### src/rtl/zr_icb_pkg.sv
// ---------------------------------------------------------------------------
// zr_icb_pkg
// Shared ICB bus definitions: address/data/mask widths, the master-id type
// used to tag outstanding commands, and the arbiter lock-state encoding.
// No ports (package).
// ---------------------------------------------------------------------------
package zr_icb_pkg;

    localparam int unsigned ICB_AW = 32;
    localparam int unsigned ICB_DW = 32;
    localparam int unsigned ICB_MW = 4;

    // Identifies which requester issued a command.
    typedef logic icb_mid_t;

    localparam icb_mid_t MidM0 = 1'b0;
    localparam icb_mid_t MidM1 = 1'b1;

    // Arbiter grant state: free to re-arbitrate, or held on a stalled command.
    typedef enum logic {
        ArbFree,
        ArbLocked
    } arb_st_e;

    function automatic icb_mid_t other_mid(input icb_mid_t mid);
        return ~mid;
    endfunction

endpackage

### src/rtl/zr_icb_id_fifo.sv
// ---------------------------------------------------------------------------
// zr_icb_id_fifo
// Small in-order FIFO remembering which master owns each outstanding command.
// Pointers wrap modulo Depth; full/empty come from the registered count, so a
// pop in the current cycle never frees a slot for a push in the same cycle.
//
// Ports:
//   clk, rst      rising-edge clock, synchronous active-high reset
//   push, wdata   enqueue request and data (ignored when full)
//   pop           dequeue request (ignored when empty)
//   rdata         entry at the head
//   count         number of valid entries
//   full, empty   status derived from count
// ---------------------------------------------------------------------------
module zr_icb_id_fifo #(
    parameter int unsigned Width = 1,
    parameter int unsigned Depth = 2,
    localparam int unsigned CntW = $clog2(Depth + 1),
    localparam int unsigned PtrW = (Depth > 1) ? $clog2(Depth) : 1
) (
    input  logic             clk,
    input  logic             rst,
    input  logic             push,
    input  logic [Width-1:0] wdata,
    input  logic             pop,
    output logic [Width-1:0] rdata,
    output logic [CntW-1:0]  count,
    output logic             full,
    output logic             empty
);

    logic [Width-1:0] mem_q [Depth];
    logic [PtrW-1:0]  wptr_q, wptr_d;
    logic [PtrW-1:0]  rptr_q, rptr_d;
    logic [CntW-1:0]  cnt_q, cnt_d;
    logic             push_ok, pop_ok;

    function automatic logic [PtrW-1:0] ptr_inc(input logic [PtrW-1:0] ptr);
        if (ptr == PtrW'(Depth - 1)) begin
            return '0;
        end
        return ptr + 1'b1;
    endfunction

    assign full    = (cnt_q == CntW'(Depth));
    assign empty   = (cnt_q == '0);
    assign count   = cnt_q;
    assign rdata   = mem_q[rptr_q];
    assign push_ok = push & ~full;
    assign pop_ok  = pop & ~empty;

    always_comb begin
        wptr_d = wptr_q;
        rptr_d = rptr_q;
        cnt_d  = cnt_q;
        if (push_ok) begin
            wptr_d = ptr_inc(wptr_q);
        end
        if (pop_ok) begin
            rptr_d = ptr_inc(rptr_q);
        end
        // Simultaneous push and pop leaves the count unchanged.
        if (push_ok && !pop_ok) begin
            cnt_d = cnt_q + 1'b1;
        end else if (!push_ok && pop_ok) begin
            cnt_d = cnt_q - 1'b1;
        end
    end

    always_ff @(posedge clk) begin
        if (rst) begin
            wptr_q <= '0;
            rptr_q <= '0;
            cnt_q  <= '0;
        end else begin
            wptr_q <= wptr_d;
            rptr_q <= rptr_d;
            cnt_q  <= cnt_d;
        end
    end

    // Storage needs no reset: entries are only read while counted valid.
    always_ff @(posedge clk) begin
        if (push_ok) begin
            mem_q[wptr_q] <= wdata;
        end
    end

endmodule

### src/rtl/zr_icb_arb2.sv
// ---------------------------------------------------------------------------
// zr_icb_arb2
// Two-master to one-target ICB arbiter. Commands are forwarded with zero
// latency from the granted master; the owner of every accepted command is
// queued so responses are returned in order to their issuer.
//
// Parameters:
//   OUTS_DEPTH  maximum outstanding commands (1..8)
//   RR_EN       1 = round-robin, 0 = fixed priority with m0 highest
// Ports:
//   clk, rst             rising-edge clock, synchronous active-high reset
//   m0_icb_cmd_*         requester 0 (instruction fetch) command channel
//   m0_icb_rsp_*         requester 0 response channel
//   m1_icb_cmd_*         requester 1 (data bus) command channel
//   m1_icb_rsp_*         requester 1 response channel
//   s_icb_cmd_*          command channel towards the shared target
//   s_icb_rsp_*          response channel from the shared target
//   orphan_rsp_o         pulses when a response arrives with nothing outstanding
// ---------------------------------------------------------------------------
module zr_icb_arb2
    import zr_icb_pkg::*;
#(
    parameter int unsigned OUTS_DEPTH = 2,
    parameter int unsigned RR_EN      = 1
) (
    input  logic              clk,
    input  logic              rst,

    input  logic              m0_icb_cmd_valid,
    output logic              m0_icb_cmd_ready,
    input  logic              m0_icb_cmd_read,
    input  logic [ICB_AW-1:0] m0_icb_cmd_addr,
    input  logic [ICB_DW-1:0] m0_icb_cmd_wdata,
    input  logic [ICB_MW-1:0] m0_icb_cmd_wmask,
    output logic              m0_icb_rsp_valid,
    input  logic              m0_icb_rsp_ready,
    output logic              m0_icb_rsp_err,
    output logic [ICB_DW-1:0] m0_icb_rsp_rdata,

    input  logic              m1_icb_cmd_valid,
    output logic              m1_icb_cmd_ready,
    input  logic              m1_icb_cmd_read,
    input  logic [ICB_AW-1:0] m1_icb_cmd_addr,
    input  logic [ICB_DW-1:0] m1_icb_cmd_wdata,
    input  logic [ICB_MW-1:0] m1_icb_cmd_wmask,
    output logic              m1_icb_rsp_valid,
    input  logic              m1_icb_rsp_ready,
    output logic              m1_icb_rsp_err,
    output logic [ICB_DW-1:0] m1_icb_rsp_rdata,

    output logic              s_icb_cmd_valid,
    input  logic              s_icb_cmd_ready,
    output logic              s_icb_cmd_read,
    output logic [ICB_AW-1:0] s_icb_cmd_addr,
    output logic [ICB_DW-1:0] s_icb_cmd_wdata,
    output logic [ICB_MW-1:0] s_icb_cmd_wmask,
    input  logic              s_icb_rsp_valid,
    output logic              s_icb_rsp_ready,
    input  logic              s_icb_rsp_err,
    input  logic [ICB_DW-1:0] s_icb_rsp_rdata,

    output logic              orphan_rsp_o
);

    localparam int unsigned CntW = $clog2(OUTS_DEPTH + 1);

    arb_st_e   st_q, st_d;
    icb_mid_t  lock_mid_q, lock_mid_d;
    icb_mid_t  prio_q, prio_d;
    icb_mid_t  gnt_mid;
    icb_mid_t  head_mid;
    logic      gnt_valid;
    logic      cmd_hs;
    logic      rsp_hs;
    logic      fifo_full;
    logic      fifo_empty;
    logic [CntW-1:0] fifo_count;
    logic      unused_fifo_count;

    assign unused_fifo_count = ^fifo_count;

    // ------------------------------------------------------------------
    // Grant selection
    // ------------------------------------------------------------------
    always_comb begin
        gnt_mid = MidM0;
        if (st_q == ArbLocked) begin
            gnt_mid = lock_mid_q;
        end else if (m0_icb_cmd_valid && m1_icb_cmd_valid) begin
            gnt_mid = (RR_EN != 0) ? prio_q : MidM0;
        end else if (m1_icb_cmd_valid) begin
            gnt_mid = MidM1;
        end
    end

    assign gnt_valid = (gnt_mid == MidM1) ? m1_icb_cmd_valid : m0_icb_cmd_valid;

    // ------------------------------------------------------------------
    // Command path
    // ------------------------------------------------------------------
    assign s_icb_cmd_valid  = ~rst & gnt_valid & ~fifo_full;
    assign m0_icb_cmd_ready = ~rst & (gnt_mid == MidM0) & s_icb_cmd_ready & ~fifo_full;
    assign m1_icb_cmd_ready = ~rst & (gnt_mid == MidM1) & s_icb_cmd_ready & ~fifo_full;
    assign cmd_hs           = s_icb_cmd_valid & s_icb_cmd_ready;

    always_comb begin
        s_icb_cmd_read  = m0_icb_cmd_read;
        s_icb_cmd_addr  = m0_icb_cmd_addr;
        s_icb_cmd_wdata = m0_icb_cmd_wdata;
        s_icb_cmd_wmask = m0_icb_cmd_wmask;
        if (gnt_mid == MidM1) begin
            s_icb_cmd_read  = m1_icb_cmd_read;
            s_icb_cmd_addr  = m1_icb_cmd_addr;
            s_icb_cmd_wdata = m1_icb_cmd_wdata;
            s_icb_cmd_wmask = m1_icb_cmd_wmask;
        end
    end

    // ------------------------------------------------------------------
    // Lock and round-robin state (next-state)
    // ------------------------------------------------------------------
    always_comb begin
        st_d       = st_q;
        lock_mid_d = lock_mid_q;
        prio_d     = prio_q;
        unique case (st_q)
            ArbFree: begin
                // An offered but stalled command pins the grant to its master.
                if (s_icb_cmd_valid && !s_icb_cmd_ready) begin
                    st_d       = ArbLocked;
                    lock_mid_d = gnt_mid;
                end
            end
            ArbLocked: begin
                if (cmd_hs || !s_icb_cmd_valid) begin
                    st_d = ArbFree;
                end
            end
            default: st_d = ArbFree;
        endcase
        if (cmd_hs && (RR_EN != 0)) begin
            prio_d = other_mid(gnt_mid);
        end
    end

    always_ff @(posedge clk) begin
        if (rst) begin
            st_q       <= ArbFree;
            lock_mid_q <= MidM0;
            prio_q     <= MidM0;
        end else begin
            st_q       <= st_d;
            lock_mid_q <= lock_mid_d;
            prio_q     <= prio_d;
        end
    end

    // ------------------------------------------------------------------
    // Outstanding-command tracking
    // ------------------------------------------------------------------
    zr_icb_id_fifo #(
        .Width (1),
        .Depth (OUTS_DEPTH)
    ) u_id_fifo (
        .clk   (clk),
        .rst   (rst),
        .push  (cmd_hs),
        .wdata (gnt_mid),
        .pop   (rsp_hs),
        .rdata (head_mid),
        .count (fifo_count),
        .full  (fifo_full),
        .empty (fifo_empty)
    );

    // ------------------------------------------------------------------
    // Response path: only the head owner sees the response. With nothing
    // outstanding the response is accepted and dropped.
    // ------------------------------------------------------------------
    assign s_icb_rsp_ready = ~rst & (fifo_empty |
                             ((head_mid == MidM1) ? m1_icb_rsp_ready : m0_icb_rsp_ready));
    assign rsp_hs          = s_icb_rsp_valid & s_icb_rsp_ready & ~fifo_empty;
    assign orphan_rsp_o    = ~rst & s_icb_rsp_valid & fifo_empty;

    always_comb begin
        m0_icb_rsp_valid = 1'b0;
        m0_icb_rsp_err   = 1'b0;
        m0_icb_rsp_rdata = '0;
        m1_icb_rsp_valid = 1'b0;
        m1_icb_rsp_err   = 1'b0;
        m1_icb_rsp_rdata = '0;
        if (!rst && !fifo_empty) begin
            if (head_mid == MidM1) begin
                m1_icb_rsp_valid = s_icb_rsp_valid;
                m1_icb_rsp_err   = s_icb_rsp_err;
                m1_icb_rsp_rdata = s_icb_rsp_rdata;
            end else begin
                m0_icb_rsp_valid = s_icb_rsp_valid;
                m0_icb_rsp_err   = s_icb_rsp_err;
                m0_icb_rsp_rdata = s_icb_rsp_rdata;
            end
        end
    end

endmodule
### config.mk
export PLATFORM = sky130hd
export DESIGN_NAME = zr_icb_arb2
export DESIGN_NICKNAME = d
export VERILOG_FILES = /design/src/rtl/zr_icb_pkg.sv /design/src/rtl/zr_icb_id_fifo.sv /design/src/rtl/zr_icb_arb2.sv
export SDC_FILE = /design/constraint.sdc
export NUM_CORES = 1
export LEC_CHECK = 0
export ABC_AREA = 1
export CORE_AREA = 2 2 124 126
export CTS_BUF_LIST = sky130_fd_sc_hd__clkbuf_8 sky130_fd_sc_hd__clkbuf_16
export CTS_CLUSTER_DIAMETER = 150
export DETAILED_ROUTE_END_ITERATION = 16
export DIE_AREA = 0 0 126 128
export SLEW_MARGIN = 5
export SYNTH_ARGS = -nofsm -noshare
export SYNTH_HDL_FRONTEND = slang
export SYNTH_SLANG_ARGS = --single-unit
### constraint.sdc
create_clock -name clk -period 1.75 [get_ports clk]
set_clock_uncertainty 0.1 [all_clocks]
set_input_delay 0.35 -clock clk [delete_from_list [all_inputs] [get_ports clk]]
set_output_delay 0.35 -clock clk [all_outputs]
set_load 0.02 [all_outputs]
==> impl_metrics.ini, run 1 <==
[logic_synthesis]
yosys.area.top_type = nand2_1
ys_top_cells_by_area = nand2_1 (43%), nor3_1 (19%), inv_1 (9.6%), dfxtp_1 (8.4%), buf_2 (4.5%)
synth_area_sq_um = 1909
syn_avg_cell_area_sq_um = 4.623
synth_top_area_share_pct = 43.05
ys_seq_elements = 10
syn_nets = 593
ys_types = 21
yosysWarningCount = 0
seq_area_frac_synth_pct = 11.53
syn_inst = 413

[finish]
fillers = 1140
drive_above_1_share_pct = 67.02
diodes = 0
seq_area_sq_um = 229.0
syn_to_final_growth_pct = 380.4
nets = 1033
mostFrequentLayoutCells = clkdlybuf4s50_1 (174), buf_6 (164), nand2_4 (91)
stdcell_count = 1040
multi_input_area_sq_um = 3060
layout_commonest_cell = clkdlybuf4s50_1
final_core_util_pct = 61.71

[clock_tree]
htree_levels = 1
cts_inserted_buffers = 3
root_buffer = clkbuf_16
cts_hold_buf = 0
cts_tree = yes
cts.sinks = 10
clkTransAtPathRegs_ns = 0.04
clk_path_buf_depth = 2
clock_latency_ns = 0.24

[timing]
tns_ns = -28.70
relSlewSlack_pct = 82.67
fmax_mhz = 470.8
final.setup.worst_slack_ns = -0.3742
finalCriticalPeriod_ns = 2.124
slew_viol_final = 0
hold_viol = 0
rsz0062_at_grt = true
setup_viol = 146
post-route-period-util_pct = 121.4
worstMarginPinSlew_ns = 0.2596

[worst_setup_path]
cp.arrival_ns = 1.67
endpoint_kind = output port
path_max_fanout = 7
start_kind = flip-flop
path_class = reg2out
worstPathRequired_ns = 1.30

[placed_design]
hpwl_um = 10860
detailedPlace.worstSlack_ns = -0.9142
placed_cells = 927
place.port_buffers = 320
routabilityCongestion = 0.8218

[die]
die_w_um = 126
coreArea_sq_um = 14860
dieArea_sq_um = 16130
start_util_pct = 12.85
row_count = 45
die_h_um = 128
io_pins = 321

[outcome]
status = complete, but fails checks
violations = setup timing

[route]
vias = 4541
drc_errors = 0
antenna_left = 0
dr.first_iter.drc_count = 149
routed_wirelength_um = 19910
firstDrtPassIters = 4
vias_per_cell = 4.366
wl_per_cell_um = 19.15

[grt]
grt-ovfl-total = 0
grt_pass1_wl_um = 25260
antenna_found_initial = 0
grt_use_total_pct = 20.34
grt_max_degree = 17
grt_pass1_vias = 4479

[power]
p_per_area_nw_per_um2 = 460.7
power_w = 0.004226
leakagePower_nw = 4.388
peakVddDrop_uv = 247.1

[flow_run]
max_cap_violations = 0

[worst_hold_path]
hp-class = in2reg
-- synth_stat cells --
| library cell | n |
|---|---|
| a21oi_1 | 6 |
| buf_1 | 1 |
| buf_2 | 17 |
| clkbuf_1 | 9 |
| dfxtp_1 | 8 |
| edfxtp_1 | 2 |
| ha_1 | 1 |
| inv_1 | 49 |
| inv_2 | 4 |
| nand2_1 | 219 |
| nand2_2 | 5 |
| nand2_4 | 1 |
| nand3_1 | 1 |
| nand3_2 | 1 |
| nand4_1 | 2 |
| nor2_1 | 8 |
| nor2_2 | 2 |
| nor3_1 | 71 |
| nor3_2 | 1 |
| o21ai_0 | 3 |
| o21ai_1 | 2 |
-- flip-flops by register name, summed over array words and instances, names as in the netlist, named ones only --
register,count
prio_q,1
u_id_fifo.count,2
u_id_fifo.mem_q,2
u_id_fifo.rptr_q,1
st_q,1
u_id_fifo.wptr_q,1
lock_mid_q,1
-- critical path, cell delays in order (launching register included) --
cell and delay, ns:
dfxtp_4 0.36, nor2_4 0.13, nand2_4 0.08, nand2_8 0.08, buf_12 0.11, inv_12 0.04, buf_12 0.14, buf_16 0.15
buf_12 0.13, nand2_4 0.05, nand2_2 0.05, buf_6 0.12
-- layout make-up --
type,count,area share [%]
Clock buffer,3,0.8184
Timing Repair Buffer,460,58.22
Tap cell,188,2.564
Clock inverter,1,0.04092
Multi-Input combinational cell,325,33.37
Sequential cell,10,2.496
Inverter,53,2.496
-- where the power goes --
group	switching, W	leakage, nW	total [W]	internal (W)
clock network	0.000110	0.0385	0.000410	0.000300
registers	0.0000123	0.0862	0.000267	0.000255
logic	0.00166	4.26	0.00355	0.00188
-- cells by family (layout without fill, tap and decap cells) --
group	after synthesis	after routing	synth area share, %
flip-flops	10	10	11.53
AO/OA/AOI/OAI	11	11	2.883
AND/OR/NAND/NOR	311	313	68.09
buffers and inverters	80	517	16.84
adder cells (fa/ha/maj)	1	1	0.6552
-- what timing repair did --
item | 4_1_cts | 5_1_grt
pin swaps | 58 | 70
endpoints found under the setup margin | 151 | 149
buffers inserted | 61 | 33
gates cloned | 27 | 3
endpoints found under the hold margin | 0 | 0
resized for setup | 1169 | 254
-- per-layer routing --
metal	up-vias	part of all wire (%)	global-route usage (%)
met3	28	7.0	4.341
met4	0	2.8	7.434
met1	2122	33	19.22
met2	238	57	42.25
met5	-	0	0
li1	2153	-	-
-- through the flow --
step	cell area [sq um]	hold slack, ns
5_1_grt	9173	0.3519
6_report	9173	0.3197
3_5_place_dp	5513	0.3741
2_1_floorplan	1919	0.3197
4_1_cts	8050	0.3242
3_3_place_gp	5513	0.3634
-- path summary, 6_finish.rpt --
| kind | to | slack, ns | start | cells after the start |
|---|---|---|---|---|
| setup / recovery | s_icb_cmd_addr[1] | -0.37 | st_q | 11 |
| hold / removal | st_q | 0.32 | s_icb_cmd_ready | 2 |
| setup reg to reg | u_id_fifo.count[1] | -0.31 | prio_q | 17 |
| hold reg to reg | prio_q | 0.36 | prio_q | 2 |
Power figures use the tool's default switching activity.
==> inputs of run 2 (changes only) <==
GPL_TIMING_DRIVEN = 0   (was unset)
==> run 2 against run 1 <==
Effect of this change:
- the flow still finishes with violations (setup timing)
- cell area down 8.9%
- global-route usage down 2.9 points
- critical path depth down 4
- first-iteration DRC count down 56%
- wire length down 16%
- maximum frequency up 3.8%
- via count down 7.3%
- power down 11%
- cell count down 4.1%
- sequential share of layout area up 0.23 points
- flip-flop and latch count unchanged
- die area unchanged
- critical endpoint is now m0_icb_rsp_rdata[23]
- highest routed layer unchanged
==> impl_metrics.ini, run 2 (same netlist as run 1, synthesis figures left out) <==
[timing]
setup_viol = 136
fmax_mhz = 488.7
worstMarginPinSlew_ns = 0.2464
final.setup.worst_slack_ns = -0.2961
finalCriticalPeriod_ns = 2.046
whs_ns = 0.3297
slew_viol_final = 0
tns_ns = -24.20
hold_viol = 0
post-route-period-util_pct = 116.9
relSlewSlack_pct = 83.51
rsz0062_at_grt = true

[grt]
grt_use_total_pct = 17.45
grt_max_degree = 11
grt_pass1_wl_um = 22330
antenna_found_initial = 0
grt_pass1_vias = 4203
grt-ovfl-total = 0

[placed_design]
place.port_buffers = 320
routabilityCongestion = 0.7723
hpwl_um = 11130
placed_cells = 921
detailedPlace.worstSlack_ns = -1.213

[worst_hold_path]
hp-class = in2reg
hold_start = s_icb_cmd_ready

[worst_setup_path]
start_kind = flip-flop
worstReg2RegStart = st_q
cpPeakStageDelay_ns = 0.37
crit_family = buffers and inverters
endpoint_kind = output port
startpoint = u_id_fifo.mem_q[1]
slowest_stage = edfxtp_1
path_class = reg2out
path_buf_inv = 4
worstPathRequired_ns = 1.30
crit_path_cell_trace = nand2_2, nand2_4, buf_4, buf_8, clkbuf_16, nor3_4, buf_6
path_max_fanout = 6
cp.arrival_ns = 1.60

[finish]
nets = 990
final_core_util_pct = 56.20
layout_commonest_cell = clkdlybuf4s50_1
mostFrequentLayoutCells = clkdlybuf4s50_1 (173), buf_6 (136), nand2_2 (113)
fillers = 1255
syn_to_final_growth_pct = 337.5
stdcell_count = 997
diodes = 0
drive_above_1_share_pct = 65.02

[die]
row_count = 45
die_w_um = 126
dieArea_sq_um = 16130
start_util_pct = 12.85
io_pins = 321
coreArea_sq_um = 14860
die_h_um = 128

[route]
routed_wirelength_um = 16810
wl_per_cell_um = 16.86
vias_per_cell = 4.224
dr.first_iter.drc_count = 65
antenna_left = 0
vias = 4211
drc_errors = 0
firstDrtPassIters = 4

[clock_tree]
clock_latency_ns = 0.24
cts_tree = yes
root_buffer = clkbuf_16
cts.sinks = 10
htree_levels = 1
clk_path_buf_depth = 2
clkTransAtPathRegs_ns = 0.04
cts_inserted_buffers = 3
cts_hold_buf = 0

[power]
p_per_area_nw_per_um2 = 449.4
seq_power_share_pct = 7.1
peakVddDrop_uv = 246.2
leakagePower_nw = 3.959
clkPwrFrac_pct = 10.8
p_switching_w = 0.001610
power.internal_w = 0.002145
combPwrFrac_pct = 82.0
swShare_pct = 42.88

[outcome]
violations = setup timing
status = complete, but fails checks

[flow_run]
max_cap_violations = 0
[run 2: cell count changes in the layout (fill, tap and decap cells not counted), sizes merged]
| cell | before | now |
|---|---|---|
| inv | 52 | 55 |
| clkbuf | 6 | 12 |
| clkinv | 2 | 1 |
| nand2 | 227 | 226 |
| clkdlybuf4s50 | 174 | 173 |
| buf | 280 | 231 |
[run 2: metrics by stage]
step,total power [W],cell area [sq um]
detailed placement,0.002071,5358
finish,0.003755,8354
global route,0.003927,8354
floorplan,0.001030,1919
CTS,0.003422,7478
global placement,0.002069,5358
[run 2: repair_timing]
action	CTS	global route
setup endpoints to repair	146	146
buffers inserted	49	9
gates resized for setup	1247	206
pin swaps	65	71
gates cloned	17	6
[run 2: layout make-up]
cell class,instances,area (sq um),share of cell area [%]
Clock buffer,3,75.07,0.8986
Timing Repair Buffer,391,4247,50.83
Multi-Input combinational cell,324,2872,34.37
Timing Repair inverter,2,32.53,0.3894
Buffer,25,436.7,5.227
Clock inverter,1,3.754,0.04493
Inverter,53,225.2,2.696
Tap cell,188,235.2,2.816
Sequential cell,10,227.7,2.726
[run 2: path summary, 6_finish.rpt]
check,end,slack [ns],cells past startpoint
setup reg to reg,u_id_fifo.count[1],-0.19,14
hold / removal,st_q,0.33,2
setup / recovery,m0_icb_rsp_rdata[23],-0.30,7
hold reg to reg,prio_q,0.36,2
[run 2: layer usage]
| metal | vias up | track usage [%] | wire length (um) |
|---|---|---|---|
| li1 | 2068 | - | - |
| met1 | 1925 | 17.78 | 5686 |
| met2 | 201 | 35.93 | 9567 |
| met3 | 17 | 4.424 | 1313 |
| met4 | 0 | 2.650 | 246 |
| met5 | - | 0 | 0 |
[run 2: power by group through the flow]
stage / Combinational, W / Sequential [W] / Clock, W
2_1_floorplan: 0.000767 / 0.000263 / 0
3_3_place_gp: 0.00181 / 0.000264 / 0
3_5_place_dp: 0.00181 / 0.000264 / 0
4_1_cts: 0.00274 / 0.000266 / 0.000418
5_1_grt: 0.00323 / 0.000269 / 0.000427
6_report: 0.00308 / 0.000268 / 0.000407
